--- src/rtl/srio_dma_sched_pkg.sv ---
// Shared FSM state type, split-logic register bit positions and completion codes
// for the SRIO DMA split scheduler.
package srio_dma_sched_pkg;

  typedef enum logic [2:0] {
    IDLE,
    LOAD,
    RUN,
    DRAIN,
    CPL
  } state_e;

  localparam int CMD_EN_BIT    = 0;
  localparam int CMD_SRST_BIT  = 1;
  localparam int STAT_BUSY_BIT = 0;

  localparam logic [1:0] ERR_OK    = 2'd0;
  localparam logic [1:0] ERR_ABORT = 2'd1;
  localparam logic [1:0] ERR_TMO   = 2'd2;

  // Packet counter increment that sticks at all-ones instead of wrapping.
  function automatic logic [31:0] sat_inc32(input logic [31:0] v);
    return (v == 32'hFFFF_FFFF) ? v : v + 32'd1;
  endfunction

endpackage

--- src/rtl/srio_dma_split_sched_if.sv ---
// Descriptor, split-logic control, monitor tap and completion signals of the scheduler.
// slave = scheduler side, master = descriptor engine / split logic / completion sink.
interface srio_dma_split_sched_if #(
  parameter int unsigned TAG_W = 8
) ();

  logic             desc_valid;
  logic             desc_ready;
  logic [31:0]      desc_num_pkts;
  logic [31:0]      desc_tuser;
  logic [TAG_W-1:0] desc_tag;
  logic             abort;
  logic [31:0]      cmd;
  logic [31:0]      num_pkts;
  logic [31:0]      tuser_last;
  logic [31:0]      status;
  logic             mon_tvalid;
  logic             mon_tready;
  logic             mon_tlast;
  logic             cpl_valid;
  logic             cpl_ready;
  logic [TAG_W-1:0] cpl_tag;
  logic [31:0]      cpl_pkts;
  logic [1:0]       cpl_err;
  logic             irq;

  modport slave (
    input  desc_valid, desc_num_pkts, desc_tuser, desc_tag, abort, status,
           mon_tvalid, mon_tready, mon_tlast, cpl_ready,
    output desc_ready, cmd, num_pkts, tuser_last, cpl_valid, cpl_tag, cpl_pkts,
           cpl_err, irq
  );

  modport master (
    output desc_valid, desc_num_pkts, desc_tuser, desc_tag, abort, status,
           mon_tvalid, mon_tready, mon_tlast, cpl_ready,
    input  desc_ready, cmd, num_pkts, tuser_last, cpl_valid, cpl_tag, cpl_pkts,
           cpl_err, irq
  );

endinterface

--- src/rtl/srio_dma_sched_fifo.sv ---
// Synchronous show-ahead FIFO holding queued split descriptors; a push while full is
// accepted only when a pop happens in the same cycle.
module srio_dma_sched_fifo #(
  parameter int unsigned WIDTH = 72,
  parameter int unsigned DEPTH = 4
) (
  input  logic             clk,
  input  logic             rst_n,
  input  logic             push_i,
  input  logic [WIDTH-1:0] wr_data_i,
  input  logic             pop_i,
  output logic [WIDTH-1:0] rd_data_o,
  output logic             full_o,
  output logic             empty_o
);

  localparam int unsigned AW = $clog2(DEPTH);

  logic [WIDTH-1:0] mem_q [DEPTH];
  logic [AW:0]      wr_ptr_q;
  logic [AW:0]      rd_ptr_q;
  logic             do_push;
  logic             do_pop;

  assign empty_o   = (wr_ptr_q == rd_ptr_q);
  assign full_o    = (wr_ptr_q[AW] != rd_ptr_q[AW]) &&
                     (wr_ptr_q[AW-1:0] == rd_ptr_q[AW-1:0]);
  assign do_pop    = pop_i & ~empty_o;
  assign do_push   = push_i & (~full_o | do_pop);
  assign rd_data_o = mem_q[rd_ptr_q[AW-1:0]];

  // NOTE: storage has no reset; the pointers alone define which entries are valid.
  always_ff @(posedge clk) begin
    if (do_push) mem_q[wr_ptr_q[AW-1:0]] <= wr_data_i;
  end

  // NOTE: non-blocking assignments so every register samples pre-edge values.
  always_ff @(posedge clk) begin
    if (!rst_n) begin
      wr_ptr_q <= '0;
      rd_ptr_q <= '0;
    end else begin
      if (do_push) wr_ptr_q <= wr_ptr_q + 1'b1;
      if (do_pop)  rd_ptr_q <= rd_ptr_q + 1'b1;
    end
  end

endmodule

--- src/rtl/srio_dma_split_sched.sv ---
// Descriptor-driven sequencer for the SRIO DMA split logic: runs one queued job at a
// time and posts a completion. Define SRIO_DMA_SCHED_TIMEOUT_EN to add the watchdog.
module srio_dma_split_sched
  import srio_dma_sched_pkg::*;
#(
  parameter int unsigned FIFO_DEPTH = 4,
  parameter int unsigned TAG_W      = 8,
  parameter int unsigned TMO_CYCLES = 1000000
) (
  input logic                    AXIS_ACLK,
  input logic                    AXIS_ARESETN,
  srio_dma_split_sched_if.slave  bus
);

  localparam int unsigned DW = 64 + TAG_W;

  state_e           state_q, state_d;
  logic             srst_q, srst_d;
  logic             irq_q, irq_d;
  logic [1:0]       err_q, err_d;
  logic [TAG_W-1:0] tag_q, tag_d;
  logic [31:0]      num_q, num_d;
  logic [31:0]      tuser_q, tuser_d;
  logic [31:0]      cnt_q, cnt_d;

  logic             desc_ready;
  logic             fifo_push, fifo_pop, fifo_full, fifo_empty;
  logic [DW-1:0]    fifo_rd;
  logic [TAG_W-1:0] head_tag;
  logic [31:0]      head_tuser, head_num;
  logic             active, counted, tmo, stop_req;
  logic [1:0]       stop_err;
  logic [31:0]      cmd;
  logic             unused_status;

  assign desc_ready = AXIS_ARESETN & ~fifo_full;
  assign fifo_push  = bus.desc_valid & desc_ready;
  assign fifo_pop   = (state_q == LOAD);
  assign {head_tag, head_tuser, head_num} = fifo_rd;

  srio_dma_sched_fifo #(
    .WIDTH (DW),
    .DEPTH (FIFO_DEPTH)
  ) u_fifo (
    .clk       (AXIS_ACLK),
    .rst_n     (AXIS_ARESETN),
    .push_i    (fifo_push),
    .wr_data_i ({bus.desc_tag, bus.desc_tuser, bus.desc_num_pkts}),
    .pop_i     (fifo_pop),
    .rd_data_o (fifo_rd),
    .full_o    (fifo_full),
    .empty_o   (fifo_empty)
  );

  // The soft-reset cycle (srst_q) still sits in RUN/DRAIN but neither counts nor re-aborts.
  assign active        = ((state_q == RUN) || (state_q == DRAIN)) && !srst_q;
  assign counted       = active && (state_q == RUN) &&
                         bus.mon_tvalid && bus.mon_tready && bus.mon_tlast;
  assign unused_status = ^bus.status[31:1];

`ifdef SRIO_DMA_SCHED_TIMEOUT_EN
  localparam logic [31:0] TMO_LAST = 32'(TMO_CYCLES - 1);

  logic [31:0] wdog_q, wdog_d;

  assign tmo = active && !counted && (wdog_q == TMO_LAST);

  always_comb begin
    wdog_d = wdog_q;
    if ((state_q == LOAD) || counted) wdog_d = '0;
    else if (active)                  wdog_d = wdog_q + 32'd1;
  end

  always_ff @(posedge AXIS_ACLK) begin
    if (!AXIS_ARESETN) wdog_q <= '0;
    else               wdog_q <= wdog_d;
  end
`else
  assign tmo = 1'b0;
`endif

  assign stop_req = bus.abort | tmo;
  assign stop_err = bus.abort ? ERR_ABORT : ERR_TMO;

  // NOTE: every variable gets a default first so no path can infer a latch.
  always_comb begin
    state_d = state_q;
    srst_d  = 1'b0;
    irq_d   = 1'b0;
    err_d   = err_q;
    tag_d   = tag_q;
    num_d   = num_q;
    tuser_d = tuser_q;
    cnt_d   = cnt_q;
    unique case (state_q)
      IDLE: if (!fifo_empty) state_d = LOAD;
      LOAD: begin
        tag_d   = head_tag;
        num_d   = head_num;
        tuser_d = head_tuser;
        cnt_d   = '0;
        err_d   = ERR_OK;
        if (head_num == 32'd0) begin
          state_d = CPL;
          irq_d   = 1'b1;
        end else begin
          state_d = RUN;
        end
      end
      RUN, DRAIN: begin
        if (srst_q) begin
          state_d = CPL;
          irq_d   = 1'b1;
        end else begin
          if (counted) cnt_d = sat_inc32(cnt_q);
          if (stop_req) begin
            srst_d = 1'b1;
            err_d  = stop_err;
          end else if (counted && (cnt_d == num_q)) begin
            state_d = DRAIN;
          end else if ((state_q == DRAIN) && !bus.status[STAT_BUSY_BIT]) begin
            state_d = CPL;
            irq_d   = 1'b1;
          end
        end
      end
      CPL:     if (bus.cpl_ready) state_d = IDLE;
      default: state_d = IDLE;
    endcase
  end

  always_ff @(posedge AXIS_ACLK) begin
    if (!AXIS_ARESETN) begin
      state_q <= IDLE;
      srst_q  <= 1'b0;
      irq_q   <= 1'b0;
      err_q   <= ERR_OK;
      tag_q   <= '0;
      num_q   <= '0;
      tuser_q <= '0;
      cnt_q   <= '0;
    end else begin
      state_q <= state_d;
      srst_q  <= srst_d;
      irq_q   <= irq_d;
      err_q   <= err_d;
      tag_q   <= tag_d;
      num_q   <= num_d;
      tuser_q <= tuser_d;
      cnt_q   <= cnt_d;
    end
  end

  always_comb begin
    cmd = '0;
    if (srst_q)                                   cmd[CMD_SRST_BIT] = 1'b1;
    else if ((state_q == RUN) || (state_q == DRAIN)) cmd[CMD_EN_BIT] = 1'b1;
  end

  assign bus.desc_ready = desc_ready;
  assign bus.cmd        = cmd;
  assign bus.num_pkts   = num_q;
  assign bus.tuser_last = tuser_q;
  assign bus.cpl_valid  = (state_q == CPL);
  assign bus.cpl_tag    = tag_q;
  assign bus.cpl_pkts   = cnt_q;
  assign bus.cpl_err    = err_q;
  assign bus.irq        = irq_q;

endmodule

--- src/flat_wrapper.sv ---
// flat-port wrapper written by rule: the top's interface ports become plain ports
module srio_dma_split_sched_flat import srio_dma_sched_pkg::*;
#(
  parameter int unsigned FIFO_DEPTH = 4,
  parameter int unsigned TAG_W      = 8,
  parameter int unsigned TMO_CYCLES = 1000000
)
  (AXIS_ACLK, AXIS_ARESETN, bus_desc_valid, bus_desc_num_pkts, bus_desc_tuser, bus_desc_tag, bus_abort, bus_status, bus_mon_tvalid, bus_mon_tready, bus_mon_tlast, bus_cpl_ready, bus_desc_ready, bus_cmd, bus_num_pkts, bus_tuser_last, bus_cpl_valid, bus_cpl_tag, bus_cpl_pkts, bus_cpl_err, bus_irq);
  srio_dma_split_sched_if #(.TAG_W(TAG_W)) bus_i ();
  input logic AXIS_ACLK;
  input logic AXIS_ARESETN;
  input wire logic [$bits(bus_i.desc_valid)-1:0] bus_desc_valid;
  input wire logic [$bits(bus_i.desc_num_pkts)-1:0] bus_desc_num_pkts;
  input wire logic [$bits(bus_i.desc_tuser)-1:0] bus_desc_tuser;
  input wire logic [$bits(bus_i.desc_tag)-1:0] bus_desc_tag;
  input wire logic [$bits(bus_i.abort)-1:0] bus_abort;
  input wire logic [$bits(bus_i.status)-1:0] bus_status;
  input wire logic [$bits(bus_i.mon_tvalid)-1:0] bus_mon_tvalid;
  input wire logic [$bits(bus_i.mon_tready)-1:0] bus_mon_tready;
  input wire logic [$bits(bus_i.mon_tlast)-1:0] bus_mon_tlast;
  input wire logic [$bits(bus_i.cpl_ready)-1:0] bus_cpl_ready;
  output wire logic [$bits(bus_i.desc_ready)-1:0] bus_desc_ready;
  output wire logic [$bits(bus_i.cmd)-1:0] bus_cmd;
  output wire logic [$bits(bus_i.num_pkts)-1:0] bus_num_pkts;
  output wire logic [$bits(bus_i.tuser_last)-1:0] bus_tuser_last;
  output wire logic [$bits(bus_i.cpl_valid)-1:0] bus_cpl_valid;
  output wire logic [$bits(bus_i.cpl_tag)-1:0] bus_cpl_tag;
  output wire logic [$bits(bus_i.cpl_pkts)-1:0] bus_cpl_pkts;
  output wire logic [$bits(bus_i.cpl_err)-1:0] bus_cpl_err;
  output wire logic [$bits(bus_i.irq)-1:0] bus_irq;
  assign bus_i.desc_valid = bus_desc_valid;
  assign bus_i.desc_num_pkts = bus_desc_num_pkts;
  assign bus_i.desc_tuser = bus_desc_tuser;
  assign bus_i.desc_tag = bus_desc_tag;
  assign bus_i.abort = bus_abort;
  assign bus_i.status = bus_status;
  assign bus_i.mon_tvalid = bus_mon_tvalid;
  assign bus_i.mon_tready = bus_mon_tready;
  assign bus_i.mon_tlast = bus_mon_tlast;
  assign bus_i.cpl_ready = bus_cpl_ready;
  assign bus_desc_ready = bus_i.desc_ready;
  assign bus_cmd = bus_i.cmd;
  assign bus_num_pkts = bus_i.num_pkts;
  assign bus_tuser_last = bus_i.tuser_last;
  assign bus_cpl_valid = bus_i.cpl_valid;
  assign bus_cpl_tag = bus_i.cpl_tag;
  assign bus_cpl_pkts = bus_i.cpl_pkts;
  assign bus_cpl_err = bus_i.cpl_err;
  assign bus_irq = bus_i.irq;
  srio_dma_split_sched #(.FIFO_DEPTH(FIFO_DEPTH), .TAG_W(TAG_W), .TMO_CYCLES(TMO_CYCLES)) u_core (.AXIS_ACLK(AXIS_ACLK), .AXIS_ARESETN(AXIS_ARESETN), .bus(bus_i));
endmodule
--- config.mk ---
export PLATFORM = sky130hd
export DESIGN_NAME = srio_dma_split_sched_flat
export DESIGN_NICKNAME = d
export VERILOG_FILES = /design/src/rtl/srio_dma_sched_pkg.sv /design/src/rtl/srio_dma_split_sched_if.sv /design/src/rtl/srio_dma_sched_fifo.sv /design/src/rtl/srio_dma_split_sched.sv /design/src/flat_wrapper.sv
export SDC_FILE = /design/constraint.sdc
export NUM_CORES = 1
export LEC_CHECK = 0
export BUFFER_PORTS_ARGS = -buffer_cell sky130_fd_sc_hd__buf_2
export CAP_MARGIN = 25
export CORE_ASPECT_RATIO = 1.4
export CORE_UTILIZATION = 59
export CTS_BUF_LIST = sky130_fd_sc_hd__clkbuf_8
export DETAILED_ROUTE_END_ITERATION = 6
export PLACE_DENSITY = 0.91
export RECOVER_POWER = 25
export SLEW_MARGIN = 20
export SYNTH_ARGS = -nofsm -noshare
export SYNTH_HDL_FRONTEND = slang
export SYNTH_SLANG_ARGS = --single-unit
export TNS_END_PERCENT = 100
--- constraint.sdc ---
create_clock -name AXIS_ACLK -period 4.02 [get_ports AXIS_ACLK]
set_input_delay 0.402 -clock AXIS_ACLK [delete_from_list [all_inputs] [get_ports AXIS_ACLK]]
set_output_delay 0.402 -clock AXIS_ACLK [all_outputs]
set_load 0.005 [all_outputs]
== After elaboration in Yosys (flattened, before gate mapping) ==
Memories as Yosys holds them, arrays and structs flattened. A register that Yosys moved wholly into a read port is not among the register bits.
Index checks and enable logic that the tools add are counted.

* Bits in registers: 117
* Bits in writable memories: 288
* Input bits: 112
* Output and inout bits: 141
* Logic and storage cells: 88
* Memories kept: 1

{| class="wikitable"
|+ Memory list
! memory !! words !! bits a word !! rd ports !! clocked after memory_dff !! write ports !! line !! RTL
|-
| u_core.u_fifo.mem_q || 4 || 72 || 1 || 1 || 1 || srio_dma_sched_fifo.sv:19 || <nowiki>logic [WIDTH-1:0] mem_q [DEPTH];</nowiki>
|}

* Add/sub/neg operators: 3
* Eq/ne operators: 15
* Multiplexer cells: 31
* Bitwise operators: 9
* Reduce and logical (&&, ||, !) cells: 19

{| class="wikitable"
|+ Operators by type and width
! cell !! number
|-
| 32-bit 2-to-1 mux || 5
|-
| 32-bit one-hot mux with 2 select lines || 1
|-
| 32-bit by 1-bit adder with 32-bit output (second input constant) || 1
|-
| 32-bit == test || 1
|-
| 32-bit == test (second input constant) || 1
|-
| 32-bit zero test || 1
|-
| 3-bit 2-to-1 mux || 7
|-
| 3-bit one-hot mux with 4 select lines || 1
|-
| 1-bit 2-to-1 mux || 11
|-
| 1-bit logical AND || 8
|-
| 2-bit 2-to-1 mux || 4
|-
| 2-bit != test (second input constant) || 4
|-
| 3-bit by 1-bit adder with 3-bit output (second input constant) || 2
|-
| 3-bit by 2-bit == test with 1-bit output (second input constant) || 2
|-
| 1-bit AND || 4
|-
| 4-bit by 1-bit != test with 1-bit output (second input constant) || 1
|-
| 1-bit NOT || 4
|-
| 2-bit one-hot mux with 2 select lines || 1
|-
| 4-bit AND reduction || 1
|-
| 3-bit by 1-bit == test with 1-bit output (second input constant) || 1
|-
| 3-bit == test || 1
|-
| 3-bit == test (second input constant) || 1
|-
| 3-bit zero test || 1
|-
| 3-bit by 2-bit != test with 1-bit output (second input constant) || 1
|-
| other kinds (11) || 12
|}

== Longest topological paths before layout ==
* Word-level depth: 16
* Depth in mapped cells: 13
* Gate-level depth less buffers: 11

== Modules after synthesis ==
From an unflattened synthesis, not the netlist that was laid out.

* Cell total of the unflattened synthesis: 1,206
* Area total of the unflattened synthesis: 16,843.7 um2

{| class="wikitable"
|+ By module, submodules not included
! module !! instances !! cells each !! area each (um2) !! seq. area each (um2)
|-
| srio_dma_sched_fifo || 1 || 430 || 10,916.7 || 8,808.4
|-
| srio_dma_split_sched || 1 || 776 || 5,926.9 || 2,202.1
|}

== Worst setup path after synthesis ==
No wires, ideal clock.

* Kind: flip-flop to flip-flop
* Start: register u_core.cnt_q[0] (netlist: u_core.bus.cpl_pkts[0])
* End: register u_core.state_q[2]
* Setup time: 132 ps
* Arrival time: 3,264 ps
* Required time: 3,888 ps
* Slack: 623 ps
* Cell stages (with the launch flop): 13
* Buffers on the path: 1
* Clock period less this slack: 3,397 ps
* Cell sequence: dfxtp_1 ha_1 clkbuf_1 nand3_1 or2_2 o41a_4 and4_1 xnor2_1 or4_1 nor4b_2 a21boi_0 o221ai_2 a21oi_1

* Cells in the longest elaborated chain, start to end: 11
* Elaborated cells on any way between the ends: 14
* Classes of those cells: add/sub (1); eq/ne (3); mux (8); reduce/logical (2)

{| class="wikitable"
|+ Ends and longest elaborated chain
! element !! line !! RTL
|-
| from (decl) || srio_dma_split_sched.sv:24 || <nowiki>logic [31:0] cnt_q, cnt_d;</nowiki>
|-
| from (signal assigned) || srio_dma_split_sched.sv:150 || <nowiki>cnt_q <= cnt_d;</nowiki>
|-
| 32-bit by 1-bit adder with 32-bit output / 32-bit == test (equally long branches) || srio_dma_sched_pkg.sv:23 || <nowiki>return (v == 32'hFFFF_FFFF) ? v : v + 32'd1;</nowiki>
|-
| 32-bit 2-to-1 mux || srio_dma_sched_pkg.sv:23 ||
|-
| 32-bit 2-to-1 mux * || srio_dma_split_sched.sv:115 || <nowiki>if (counted) cnt_d = sat_inc32(cnt_q);</nowiki>
|-
| 32-bit 2-to-1 mux * || srio_dma_split_sched.sv:111 || <nowiki>if (srst_q) begin</nowiki>
|-
| 32-bit 2-to-1 mux * || srio_dma_split_sched.sv:95 || <nowiki>unique case (state_q)</nowiki>
|-
| 32-bit == test * || srio_dma_split_sched.sv:119 || <nowiki>end else if (counted && (cnt_d == num_q)) begin</nowiki>
|-
| 1-bit logical AND * || srio_dma_split_sched.sv:119 ||
|-
| 3-bit 2-to-1 mux || srio_dma_split_sched.sv:119 ||
|-
| 3-bit 2-to-1 mux || srio_dma_split_sched.sv:116 || <nowiki>if (stop_req) begin</nowiki>
|-
| 3-bit 2-to-1 mux || srio_dma_split_sched.sv:111 ||
|-
| 3-bit one-hot mux with 4 select lines || srio_dma_split_sched.sv:95 ||
|-
| to (signal assigned) || srio_dma_split_sched.sv:143 || <nowiki>state_q <= state_d;</nowiki>
|-
| to (decl) || srio_dma_split_sched.sv:17 || <nowiki>state_e state_q, state_d;</nowiki>
|}

Mark *: on every way between the ends. The rest lies on a longest branch, timed or not. The select of a mux whose other input is x is not followed.
A chain may end at the register's enable or synchronous reset.

== Final worst setup path ==
* Start: register u_core.cnt_q[1] (netlist: u_core.bus.cpl_pkts[1])
* End: register u_core.state_q[2]

Same word-level chain as after synthesis.

==> results.md <==
* Multi-input combinational cell area at 0.00501 mm²
* Category of the most critical setup path: flop to flop
* LEAKAGE at 6.99 nW
* Post-DP HPWL at 25.6 mm
* Final Skew at 0.0333 ns
* Avg WL per Cell at 21.9 µm
* CORE AREA at 0.0271 mm²
* CTS H-tree lvls at 2
* Clk sinks at 406
* Die area at 0.0285 mm²
* Buffers on Ports at 190
* First-pass GRT wire length at 60.8 mm
* Mapped Area at 0.0164 mm²
* VDD IR max at 0.372 mV
* Number of vias in the routed layout at 11,000
* HP Class: input pin to flop
* EDFF count, synth at 288
* Fillers at 1,681
* Dpl cell area at 0.0178 mm²
* Synth Area in Simple Gates at 0.0950
* WP data required at 4.49 ns
* Worst Setup Start Kind: flop
* Die width at 143 µm
* TritonCTS clock tree: yes
* Vias in the first global route at 11,000
* Synth Area in Adders at 0.00457
* Crit-path max cell delay at 0.54 ns
* DRC at 0
* Crit Path Max Fanout at 8
* Overall Global Routing Usage at 0.290
* Fmax at 0.263 GHz
* Slowest CP cell: or4_1
* Average size of a mapped cell at 14.0 µm²
* Clock transition at the registers of the reported paths at 0.07 ns
* CP arrival at 4.27 ns
* Die height at 199 µm
* Post-synthesis sequential element count at 406
* Routed Antenna Nets at 0
* Worst Setup End Kind: flop
* Post-synthesis compound-gate area fraction at 0.0687
* Largest family of logic cells by synthesized area: multiplexers
* Clk Latency, worst-skew pair at 0.61 ns
* Minimum clock period at 3.80 ns
* Ys async rst share at 0
* Post-Synth XOR/XNOR Area at 0.0267
* IO Pins at 253
* DR pass1 iterations at 5
* Largest net degree at the start of global routing at 73
* Initial Utilization at 0.606
* Final Instance Area at 0.0197 mm²
* Clock Tree Buf Depth at 3
* Post-synthesis mux area share at 0.101
* Iteration-0 DRC Markers at 661
* Reg area at 0.0110 mm²
* Total power at 0.0105 W
* Final wirelength at 41.0 mm
* P per Cell Area at 535 mW/mm²
* Status: finished clean
* Final Setup Violations at 0
* Area growth from synthesis to layout at 19.8%
* Via density at 5.89
* Rows at 71
* GPL Wtd Cong at 0.984
* YS warnings at 0
* Initial antenna violation count at 4
* Rel. slew slack at 0.521
* Layout cell share with drive strength beyond 1 at 0.239
* Fin crit share at 0.945
* Synth cell types at 58
* Num CTS Buffers at 57
* Sequential element share of the synthesized area at 0.670
* Final Hold Viols at 0
* Pins over their slew limit at 0
* TNS Setup at 0 ns
* Gate count of the mapped netlist at 1,174
* RSZ-0062 raised after global routing: no
* Maxcap violations at 0
* Gr ovfl total at 0
* Fin nets at 1,573
* Root Buffer: clkbuf_8
* Crit-path cells: ha_2 > nand3_1 > or2_2 > o41a_4 > and4_1 > xnor2_1 > or4_1 > nor4b_2 > a21boi_0 > o221ai_2 > a21oi_1
* Slew of the pin with the lowest slew margin at 0.718 ns
* Main synth FF type: edfxtp_1
==> cell type report <==
cell class                      instances  share of cell area
Clock inverter                         45              0.0242
Tap cell                              365              0.0232
Timing Repair Buffer                  288              0.0901
Clock buffer                           63              0.0441
Sequential cell                       406               0.560
Multi-Input combinational cell        685               0.255
Antenna cell                            4            0.000509
Inverter                               17             0.00331
==> through the flow <==
| step | worst slack (ns) | util | cells | hold WS [ns] |
|---|---|---|---|---|
| 6_report | 0.221 | 0.726 | 1873 | 0.0771 |
| 5_1_grt | 0.0188 | 0.726 | 1872 | 0.0621 |
| 3_5_place_dp | 0.222 | 0.657 | 1703 | 0.445 |
| 4_1_cts | 0.160 | 0.727 | 1865 | 0.000125 |
| 2_1_floorplan | 0.623 | - | 1204 | 0.453 |
| 3_3_place_gp | 0.281 | 0.657 | 1703 | 0.439 |
==> layer usage <==
layer	share of wire	routed length [µm]	track usage	vias to the layer above
met5	0.00032	13	0	-
met4	0.033	1360	0.130	2
met3	0.076	3100	0.0549	95
met2	0.52	21500	0.511	576
met1	0.37	15000	0.344	5424
li1	-	-	-	4930
==> worst paths after layout <==
check                            start                         end  slack (ns)  depth (start not counted)
max             u_core.bus.cpl_pkts[1]           u_core.state_q[2]        0.22                         11
min              bus_desc_num_pkts[22]  u_core.u_fifo.mem_q[1][22]        0.08                          1
max reg2reg     u_core.bus.cpl_pkts[1]           u_core.state_q[2]        0.22                         11
min reg2reg  u_core.bus.tuser_last[10]   u_core.bus.tuser_last[10]        0.45                          2
==> critical path, delay by kind of cell, from the launching register on <==
kind / cells / cell delay (ns)
simple gates: 5 / 1.77
compound gates: 4 / 0.90
flops: 1 / 0.49
fa+ha+maj: 1 / 0.32
xor+xnor: 1 / 0.16
==> repair_timing <==
action / 4_1_cts / 5_1_grt
setup endpoints to repair: 0 / 4
hold endpoints to repair: 196 / 2
hold buffers: 54 / 2
setup buffers: 0 / 2
gates resized for setup: 0 / 3
==> power by group <==
part	internal, W	total, W	switching, W
sequential	0.00474	0.00493	0.000197
combinational	0.000711	0.00187	0.00115
clock	0.00216	0.00372	0.00156
==> synth_stat cells, types with 2 or more instances <==
| library cell | n | area [µm²] |
|---|---|---|
| a31o_2 | 2 | 17.5 |
| a211oi_1 | 7 | 52.6 |
| buf_4 | 33 | 248 |
| and3_1 | 12 | 75.1 |
| o2111ai_1 | 2 | 17.5 |
| and4b_1 | 2 | 20.0 |
| inv_1 | 15 | 56.3 |
| nand3_1 | 19 | 95.1 |
| a21oi_1 | 110 | 551 |
| or2_2 | 2 | 12.5 |
| nand2_1 | 174 | 653 |
| ha_1 | 6 | 75.1 |
| o21ai_0 | 39 | 195 |
| edfxtp_1 | 288 | 8650 |
| a41oi_1 | 2 | 17.5 |
| clkbuf_1 | 48 | 180 |
| nor2_1 | 39 | 146 |
| mux2i_1 | 2 | 20.0 |
| xnor2_1 | 36 | 315 |
| a31oi_1 | 13 | 81.3 |
| buf_2 | 6 | 30.0 |
| and2_1 | 6 | 37.5 |
| dfxtp_1 | 118 | 2360 |
| clkinv_1 | 2 | 7.51 |
| clkbuf_2 | 3 | 15.0 |
| nand4_1 | 18 | 113 |
| xor2_1 | 14 | 123 |
| mux4_2 | 72 | 1620 |
| nor3_1 | 9 | 45.0 |
| nor4_1 | 12 | 75.1 |
| nor2b_1 | 3 | 18.8 |
| o21a_1 | 3 | 22.5 |
| buf_1 | 6 | 22.5 |
| or3_1 | 4 | 25.0 |
| o211ai_1 | 9 | 67.6 |
| nand2b_1 | 7 | 43.8 |
| and4_1 | 4 | 35.0 |
| or4_1 | 3 | 22.5 |
| nand4b_1 | 5 | 43.8 |
==> registers in the layout, summed over array words and instances (netlist names), named ones only <==
signal	flops
u_core.bus.cpl_tag	8
u_core.srst_q	1
u_core.bus.irq	1
u_core.bus.cpl_err	1
u_core.state_q	3
u_core.u_fifo.rd_ptr_q	3
u_core.u_fifo.wr_ptr_q	3
u_core.u_fifo.mem_q	288
u_core.bus.tuser_last	32
u_core.bus.cpl_pkts	32
u_core.bus.num_pkts	32
==> cell usage in the layout (no fill, tap or decap), types with 5 or more instances in the layout <==
| master | n |
|---|---|
| and2_1 | 6 |
| a31oi_1 | 13 |
| nand2_1 | 174 |
| nor3_1 | 8 |
| bufinv_16 | 11 |
| inv_1 | 35 |
| nand4b_1 | 5 |
| nand2b_1 | 7 |
| nor4_1 | 12 |
| nand3_1 | 19 |
| a21oi_1 | 110 |
| dfxtp_1 | 116 |
| o211ai_1 | 9 |
| xor2_1 | 14 |
| o21ai_0 | 39 |
| edfxtp_1 | 288 |
| clkbuf_1 | 53 |
| conb_1 | 31 |
| xnor2_1 | 36 |
| mux4_2 | 72 |
| dlygate4sd3_1 | 56 |
| nand4_1 | 18 |
| clkbuf_8 | 63 |
| ha_1 | 5 |
| buf_2 | 137 |
| nor2_1 | 38 |
| and3_1 | 8 |
| clkinv_1 | 6 |
| buf_4 | 41 |
| a211oi_1 | 7 |
| clkinv_2 | 7 |
==> logic make-up (layout without fill, tap and decap cells) <==
kind of cell               Yosys count  count (layout)
AOI/OAI and AO/OA                  195             195
other                                1              35
adders and majority gates            6               6
muxes                               75              75
DFF                                406             406
buffers and inverters              113             413
xor gates and xnor gates            50              50
and+or+nand+nor                    328             328
No activity file was read; power rests on OpenSTA's default activity.
